**src/rtl/fir_coeff_reload_src.sv**
```systemverilog
// ============================================================================
// Module   : fir_coeff_reload_src
// Purpose  : Holds a symmetric-FIR half coefficient table and streams it to the
//            FIR reload port with a valid/ready handshake.
//            Optional macro FIR_RELOAD_MIRROR_EN: stream 0..H-1 then H-1..0.
// Revision : 1.0  initial release
// ============================================================================
`default_nettype none

module fir_coeff_reload_src #(
   parameter int COEFF_WIDTH = 16,
   parameter int NUM_COEFFS  = 128,
   parameter int ADDR_WIDTH  = 6,
   parameter logic [(NUM_COEFFS/2)*COEFF_WIDTH-1:0] COEFFS_VEC = '0,
   parameter int AUTO_LOAD   = 1
) (
   input  logic                   clk,
   input  logic                   reset,
   input  logic                   wr_en,
   input  logic [ADDR_WIDTH-1:0]  wr_addr,
   input  logic [COEFF_WIDTH-1:0] wr_data,
   input  logic                   start,
   output logic [COEFF_WIDTH-1:0] reload_tdata,
   output logic                   reload_tvalid,
   output logic                   reload_tlast,
   input  logic                   reload_tready,
   output logic                   busy,
   output logic                   done
);

   localparam int H = NUM_COEFFS / 2;
`ifdef FIR_RELOAD_MIRROR_EN
   localparam int CNT_W  = ADDR_WIDTH + 1;
   localparam int NBEATS = NUM_COEFFS;
`else
   localparam int CNT_W  = ADDR_WIDTH;
   localparam int NBEATS = H;
`endif
   localparam logic [CNT_W-1:0]    LAST_CNT = CNT_W'(NBEATS - 1);
   localparam logic [ADDR_WIDTH:0] H_EXT    = (ADDR_WIDTH + 1)'(H);

   localparam logic [1:0] ST_IDLE   = 2'd0;
   localparam logic [1:0] ST_STREAM = 2'd1;
   localparam logic [1:0] ST_DONE   = 2'd2;

   logic [1:0]             state_q,  state_d;
   logic [CNT_W-1:0]       cnt_q,    cnt_d;
   logic [COEFF_WIDTH-1:0] coeff_q [H];
   logic [COEFF_WIDTH-1:0] coeff_d [H];
   logic                   auto_q,   auto_d;
   logic [COEFF_WIDTH-1:0] tdata_q,  tdata_d;
   logic                   tvalid_q, tvalid_d;
   logic                   tlast_q,  tlast_d;
   logic                   busy_q,   busy_d;
   logic                   done_q,   done_d;

   logic                   wr_ok;
   logic [CNT_W-1:0]       rd_cnt;
   logic [CNT_W-1:0]       next_cnt;
   logic [ADDR_WIDTH-1:0]  rd_idx;
   logic [COEFF_WIDTH-1:0] rd_data;

   // Reads use the post-write table so a write and start in the same cycle stream the new value.
   always_comb begin
      wr_ok   = wr_en && (state_q != ST_STREAM) && ({1'b0, wr_addr} < H_EXT);
      coeff_d = coeff_q;
      if (wr_ok) begin
         coeff_d[wr_addr] = wr_data;
      end
   end

   always_comb begin
      next_cnt = cnt_q + CNT_W'(1);
      rd_cnt   = (state_q == ST_STREAM) ? next_cnt : '0;
`ifdef FIR_RELOAD_MIRROR_EN
      if (rd_cnt < CNT_W'(H)) begin
         rd_idx = rd_cnt[ADDR_WIDTH-1:0];
      end else begin
         rd_idx = ADDR_WIDTH'(CNT_W'(NUM_COEFFS - 1) - rd_cnt);
      end
`else
      rd_idx = rd_cnt;
`endif
      rd_data = coeff_d[rd_idx];
   end

   always_comb begin
      state_d  = state_q;
      cnt_d    = cnt_q;
      auto_d   = 1'b0;
      tdata_d  = tdata_q;
      tvalid_d = tvalid_q;
      tlast_d  = tlast_q;
      busy_d   = busy_q;
      done_d   = 1'b0;
      case (state_q)
         ST_IDLE: begin
            if (start || auto_q) begin
               state_d  = ST_STREAM;
               cnt_d    = '0;
               tdata_d  = rd_data;
               tvalid_d = 1'b1;
               tlast_d  = (LAST_CNT == '0);
               busy_d   = 1'b1;
            end
         end
         ST_STREAM: begin
            if (tvalid_q && reload_tready) begin
               if (cnt_q == LAST_CNT) begin
                  state_d  = ST_DONE;
                  cnt_d    = '0;
                  tvalid_d = 1'b0;
                  tlast_d  = 1'b0;
                  busy_d   = 1'b0;
                  done_d   = 1'b1;
               end else begin
                  cnt_d   = next_cnt;
                  tdata_d = rd_data;
                  tlast_d = (next_cnt == LAST_CNT);
               end
            end
         end
         ST_DONE: begin
            state_d = ST_IDLE;
         end
         default: begin
            state_d  = ST_IDLE;
            tvalid_d = 1'b0;
            tlast_d  = 1'b0;
            busy_d   = 1'b0;
         end
      endcase
   end

   always_ff @(posedge clk or posedge reset) begin
      if (reset) begin
         state_q  <= ST_IDLE;
         cnt_q    <= '0;
         auto_q   <= (AUTO_LOAD != 0);
         tdata_q  <= '0;
         tvalid_q <= 1'b0;
         tlast_q  <= 1'b0;
         busy_q   <= 1'b0;
         done_q   <= 1'b0;
         for (int k = 0; k < H; k++) begin
            coeff_q[k] <= COEFFS_VEC[k*COEFF_WIDTH +: COEFF_WIDTH];
         end
      end else begin
         state_q  <= state_d;
         cnt_q    <= cnt_d;
         auto_q   <= auto_d;
         tdata_q  <= tdata_d;
         tvalid_q <= tvalid_d;
         tlast_q  <= tlast_d;
         busy_q   <= busy_d;
         done_q   <= done_d;
         coeff_q  <= coeff_d;
      end
   end

   assign reload_tdata  = tdata_q;
   assign reload_tvalid = tvalid_q;
   assign reload_tlast  = tlast_q;
   assign busy          = busy_q;
   assign done          = done_q;

endmodule

`default_nettype wire
```
**config.mk**
```make
export PLATFORM = sky130hd
export DESIGN_NAME = fir_coeff_reload_src
export DESIGN_NICKNAME = d
export VERILOG_FILES = /design/src/rtl/fir_coeff_reload_src.sv
export SDC_FILE = /design/constraint.sdc
export NUM_CORES = 2
export LEC_CHECK = 0
export BUFFER_PORTS_ARGS = -buffer_cell sky130_fd_sc_hd__buf_2
export CORE_ASPECT_RATIO = 0.5
export CORE_UTILIZATION = 55
export CTS_CLUSTER_SIZE = 10
export DETAILED_ROUTE_END_ITERATION = 6
export PLACE_DENSITY = 0.7
export REMOVE_ABC_BUFFERS = 1
export SETUP_SLACK_MARGIN = 0.1
export SLEW_MARGIN = 20
export SYNTH_ARGS = -nofsm -noshare
export SYNTH_HDL_FRONTEND = slang
export SYNTH_SLANG_ARGS = --single-unit
export TNS_END_PERCENT = 50
```
**constraint.sdc**
```tcl
create_clock -name clk -period 38.5 [get_ports clk]
set_input_delay 3.85 -clock clk [delete_from_list [all_inputs] [get_ports clk]]
set_output_delay 3.85 -clock clk [all_outputs]
set_load 0.005 [all_outputs]
```
# Word-level counts from Yosys, hierarchy flattened

Index checks and enable logic that the tools add are counted.

Register bits after elaboration: 1,052
Latch bits: 0
Memory bits (writable): 0
ROM bits: 0
Input port bits: 27
Output and inout port bits: 20
Word-level logic and storage cells: 129
Memories: 0

Add/sub/neg operators: 1
Multiply operators: 0
Divide/modulo/power cells: 0
Order comparisons: 3
Equal/unequal tests: 9
Shift operators: 0
Muxes and demuxes: 31
Bitwise logic cells: 3
Reduce and logical (&&, ||, !) cells: 11

Operators with widths:

| cell                                                        | number |
|---|---|
| bitwise mux 1024 bit                                        | 1 |
| two-way mux 1024 bit                                        | 1 |
| binary-select mux 16 bit (select 6 bit)                     | 1 |
| demux 16 bit (select 6 bit)                                 | 1 |
| two-way mux 16 bit                                          | 6 |
| one-hot mux 16 bit (2 select lines)                         | 1 |
| two-way mux 6 bit                                           | 4 |
| greater-or-equal comparator 7 bit (second input constant)   | 2 |
| NOT 6 -> 7 bit                                              | 2 |
| equality test 6 bit (second input constant)                 | 2 |
| one-hot mux 6 bit (2 select lines)                          | 1 |
| two-way mux 1 bit                                           | 9 |
| AND reduction 3 bit                                         | 3 |
| AND reduction 4 bit                                         | 2 |
| less-than comparator 7 x 1 -> 1 bit (second input constant) | 1 |
| adder 6 x 1 -> 6 bit (second input constant)                | 1 |
| two-way mux 2 bit                                           | 3 |
| != test 2 x 1 -> 1 bit (second input constant)              | 3 |
| one-hot mux 1 bit (3 select lines)                          | 2 |
| != test 2 bit (second input constant)                       | 2 |
| one-hot mux 2 bit (2 select lines)                          | 1 |
| logical AND 1 bit                                           | 3 |
| equality test 2 x 1 -> 1 bit (second input constant)        | 1 |
| equality test 2 bit (second input constant)                 | 1 |
| 4 further kinds                                             | 4 |

# Depth between registers and ports, before layout

Depth in word-level cells: 13
Depth in mapped cells: 18
Depth with buffers taken out: 10

# Worst setup path after synthesis

No wires, ideal clock.

Path kind: input to register
Start: input wr_addr[3]
End: register tdata_q[6], in the netlist reload_tdata[6]
Library setup time: 0.124 ns
Arrival: 6.569 ns
Required time: 38.376 ns
Path slack: 31.807 ns
Stages on the path: 9
Buffers on the path: 2
Cells stage by stage: buf_2 -> or3_1 -> buf_2 -> nor4_2 -> mux2_2 -> mux4_2 -> o31ai_1 -> a311oi_1 -> a211o_1

RTL lines:

| element              | RTL line | source |
|---|---|---|
| from (decl)          | 20       | `input logic [ADDR_WIDTH-1:0] wr_addr,` |
| to (signal assigned) | 152      | `tdata_q <= tdata_d;` |
| to (decl)            | 51       | `logic [COEFF_WIDTH-1:0] tdata_q, tdata_d;` |

==> run_results.csv <==
group,metric,value,unit
status,status,"finished, violations left",
status,violations,"DRC",
worst_setup_path,path_cells,"buf_2 > or3_1 > nor4_4 > buf_4 > mux2_2 > mux2i_1 > mux2_2 > a21oi_1 > o2111ai_1 > nand4_1",
run,cap_violations,0,
global_route,grt_pass1_vias,37200,
floorplanning,boundaryPins,47,
global_route,antenna_found_initial,16,
worst_setup_path,worstSetupPathType,"input port to register",
pwr,p_sw,0.00133,W
timing,slew_viol_final,0,
placed_design,hpwlAfterDp,107000,um
yosys,syn_area_per_cell,12.1,um^2
pwr,pwr-share-seq,36.1,%
detailed_routing,avgViaCountPerCell,7.04,
cells_and_area,drive_above_1_share,34.5,%
cts,post_cts_buffers,0,
detailed_routing,dr.pass1.iters,7,
cts,cts_max_level,3,
pwr,irDropWorstVdd,0.0452,mV
worst_setup_path,path_common_cell,"mux2_2",
yosys,synth_xor_area_share,0.0521,%
worst_setup_path,cp.arrival,7.94,ns
cts,cts_hold_buf,0,
timing,rsz0062_at_grt,"no",
timing,fmax,0.135,GHz
worst_setup_path,cp_max_fo,29,
cts,cts_tree,"built",
floorplanning,fp.coreArea,90800,um^2
global_route,grt_remaining_overflow,0,
cts,cts_resized,0,
yosys,synth_ff_type,"dfrtp_1",
yosys,ys_async_sr_fraction,100,%
timing,fin_tns_setup,0,ns
placed_design,preCtsSetupSlack,29.93,ns
cts,clk_path_buf_depth,3,
yosys,yosys.area_share.simple,8.05,%
yosys,ys_seq_area_share,52.2,%
worst_setup_path,startpoint_type,"input port",
detailed_routing,drt_iter0_markers,5114,
pwr,p_sw_share,39.1,%
worst_setup_path,path_delay_family,"simple AND/OR/NAND/NOR gates",
detailed_routing,drt_wl_total,177000,um
timing,finalSetupViolations,0,
global_route,grtUsageTotal,38.1,%
timing,worst_slew_pin_slew,1.34,ns
worst_setup_path,critPathBufInv,2,
floorplanning,rows,78,
cells_and_area,area_growth,9.67,%
cts,clk_pin_slew,0.05,ns
floorplanning,start_util,55.6,%
timing,min_period,7.41,ns
floorplanning,die_y,216,um
pwr,combPwrFrac,35.4,%
cts,clk_latency,0.73,ns
yosys,yosys_warnings,0,
floorplanning,dieArea,93000,um^2
yosys,syn_inst,4159,
timing,layout_setup_ws,31.10,ns
pwr,leakage,26.6,nW
cts,cts_buffers,115,
yosys,synth_edf_count,0,
worst_setup_path,slowest_delay,0.95,ns
global_route,grt_pass1_wl,259000,um
yosys,synth_compound_area_share,11.4,%
pwr,powerDensity,61.7,nW/um^2
detailed_routing,route.detailed.drc,2,
timing,period_share,19.2,%
cts,cts_root_buf,"clkbuf_16",
timing,fin_skew,0.0308,ns
timing,relSlewSlack,9.76,%
worst_setup_path,r2r-start,"state_q[0]",
worst_setup_path,cp.depth,10,
worst_setup_path,reg2reg_slack,32.54,ns
yosys,synth-adder-area-share,0.0496,%
yosys,synth_mux_area_share,24.6,%
detailed_routing,vias,37400,
timing,hold_viol_final,0,
yosys,syn_area,50500,um^2
placed_design,gp_congestion,0.951,
worst_setup_path,reg2reg_to,"reload_tdata[14]",
global_route,grt_max_degree,159,
worst_setup_path,end_kind,"register",
pwr,p_int,0.00208,W
cells_and_area,finalNetCount,4117,
cts,cts.sinks,1052,
worst_setup_path,crit_slowest_cell,"o2111ai_1",
yosys,synth_top_family_by_area,"multiplexers",
detailed_routing,ant_nets,0,
worst_setup_path,ff2ff_path_depth,11,
placed_design,port_buffers,46,
floorplanning,die-width,430,um
worst_setup_path,worst_ep_required_time,39.03,ns
yosys,synth_cell_type_count,92,
pwr,p_clk_share,28.5,%
yosys,synth_seq_cells,1052,
detailed_routing,post_drt_wl_per_cell,33.2,um
cells_and_area,final_util,61.0,%
worst_setup_path,cp-endpoint,"reload_tdata[10]",
worst_setup_path,critPathLaunch,"wr_addr[3]",
worst_hold_path,hp-class,"register to register",
[cell families (layout without fill, tap and decap cells)]
group,Yosys count,count (layout)
mux,1104,1104
flops,1052,1052
compound gates,786,786
simple gates,763,763
buf+inv,448,392
xor+xnor,3,3
fa+ha+maj,2,2
other cells,1,15
[metal layers]
metal	wire, um	global-route usage (%)	part of all wire [%]	vias to the layer above
met2	73500	53.3	42	2366
met4	9170	19.1	5.2	10
met1	70600	53.0	40	19500
met5	209	1.23	0.12	-
li1	-	-	-	15100
met3	23100	12.7	13	553
[placed cells by master, fill, tap and decap left out, types with 39 or more instances in the layout]
cell | Yosys | final
o21ai_0 | 146 | 146
dfrtp_1 | 1051 | 1050
buf_2 | 79 | 46
o22ai_1 | 44 | 44
mux2i_1 | 143 | 141
inv_1 | 41 | 40
buf_4 | 2 | 165
a21oi_1 | 82 | 79
a21o_1 | 39 | 39
o211ai_1 | 55 | 55
o221ai_1 | 47 | 47
nor2_1 | 167 | 161
nor3_1 | 59 | 58
nand2b_1 | 48 | 45
mux2_2 | 940 | 940
nand2_1 | 270 | 266
clkbuf_16 | 0 | 119
[tightest hold or removal path, delay by kind of cell, from the launching register on]
kind             cells  cell delay, ns
DFF                  1            0.33
and+or+nand+nor      2            0.10
[power groups by stage]
stage / registers [W] / clock network [W] / logic [W]
3_3_place_gp: 0.00124 / 0 / 0.00113
5_1_grt: 0.00124 / 0.00102 / 0.00123
3_5_place_dp: 0.00125 / 0 / 0.00115
6_report: 0.00123 / 0.000972 / 0.00121
2_1_floorplan: 0.00124 / 0 / 0.000657
4_1_cts: 0.00123 / 0.000976 / 0.00115
[layout make-up]
cell class / instances / area, um^2
clock inverters: 2 / 17.5
diodes: 14 / 35.0
inverters: 42 / 173
fillers: 7025 / 35400
flip-flops and latches: 1052 / 26300
clock buffers: 130 / 3020
well taps: 1200 / 1500
multi-input cells: 2659 / 22700
repair buffers: 218 / 1590
[worst min-delay path by stage]
stage	end	from	depth (start not counted)	slack [ns]
final	coeff_q[837]	coeff_q[837]	2	0.47
after global routing	coeff_q[815]	coeff_q[815]	2	0.48
after CTS	coeff_q[837]	coeff_q[837]	2	0.47
after detailed placement	coeff_q[837]	coeff_q[837]	2	0.45
after global placement	coeff_q[802]	coeff_q[802]	2	0.44
after floorplan	coeff_q[802]	coeff_q[802]	2	0.43
[per-stage QoR]
stage	total power, W	hold slack, ns	instances	instance area, um^2
final	0.00341	0.466	5317	55300
after global routing	0.00349	0.483	5307	55300
after CTS	0.00336	0.467	5301	55200
after detailed placement	0.00240	0.453	5169	52200
after global placement	0.00238	0.443	5169	52200
after floorplan	0.00190	0.432	3753	48800
[cell usage after synthesis (all sizes together) (22+ instances only)]
library cell / instances / area, um^2
a21o: 39 / 293
mux2i: 143 / 1430
a21oi: 82 / 410
inv: 41 / 154
a31oi: 26 / 163
o21ai: 147 / 736
dfrtp: 1051 / 26300
nand4: 28 / 175
a211o: 27 / 236
nand2: 272 / 1030
nor3: 59 / 295
a211oi: 38 / 285
mux2: 945 / 10600
o21a: 35 / 263
o211ai: 55 / 413
o211a: 22 / 220
o221a: 22 / 248
nand2b: 48 / 300
buf: 120 / 587
nor4: 57 / 723
or3: 22 / 138
clkbuf: 286 / 1070
nand3: 23 / 120
o221ai: 47 / 412
nor2: 167 / 627
o22ai: 44 / 275
[flip-flops by register name, indices dropped and copies added, names as in the netlist]
| register | cells |
|---|---|
| busy | 1 |
| done | 1 |
| cnt_q | 6 |
| auto_q | 1 |
| reload_tlast | 1 |
| state_q | 2 |
| coeff_q | 1024 |
| reload_tdata | 16 |
Note: power is estimated with default switching activity, not from simulation.
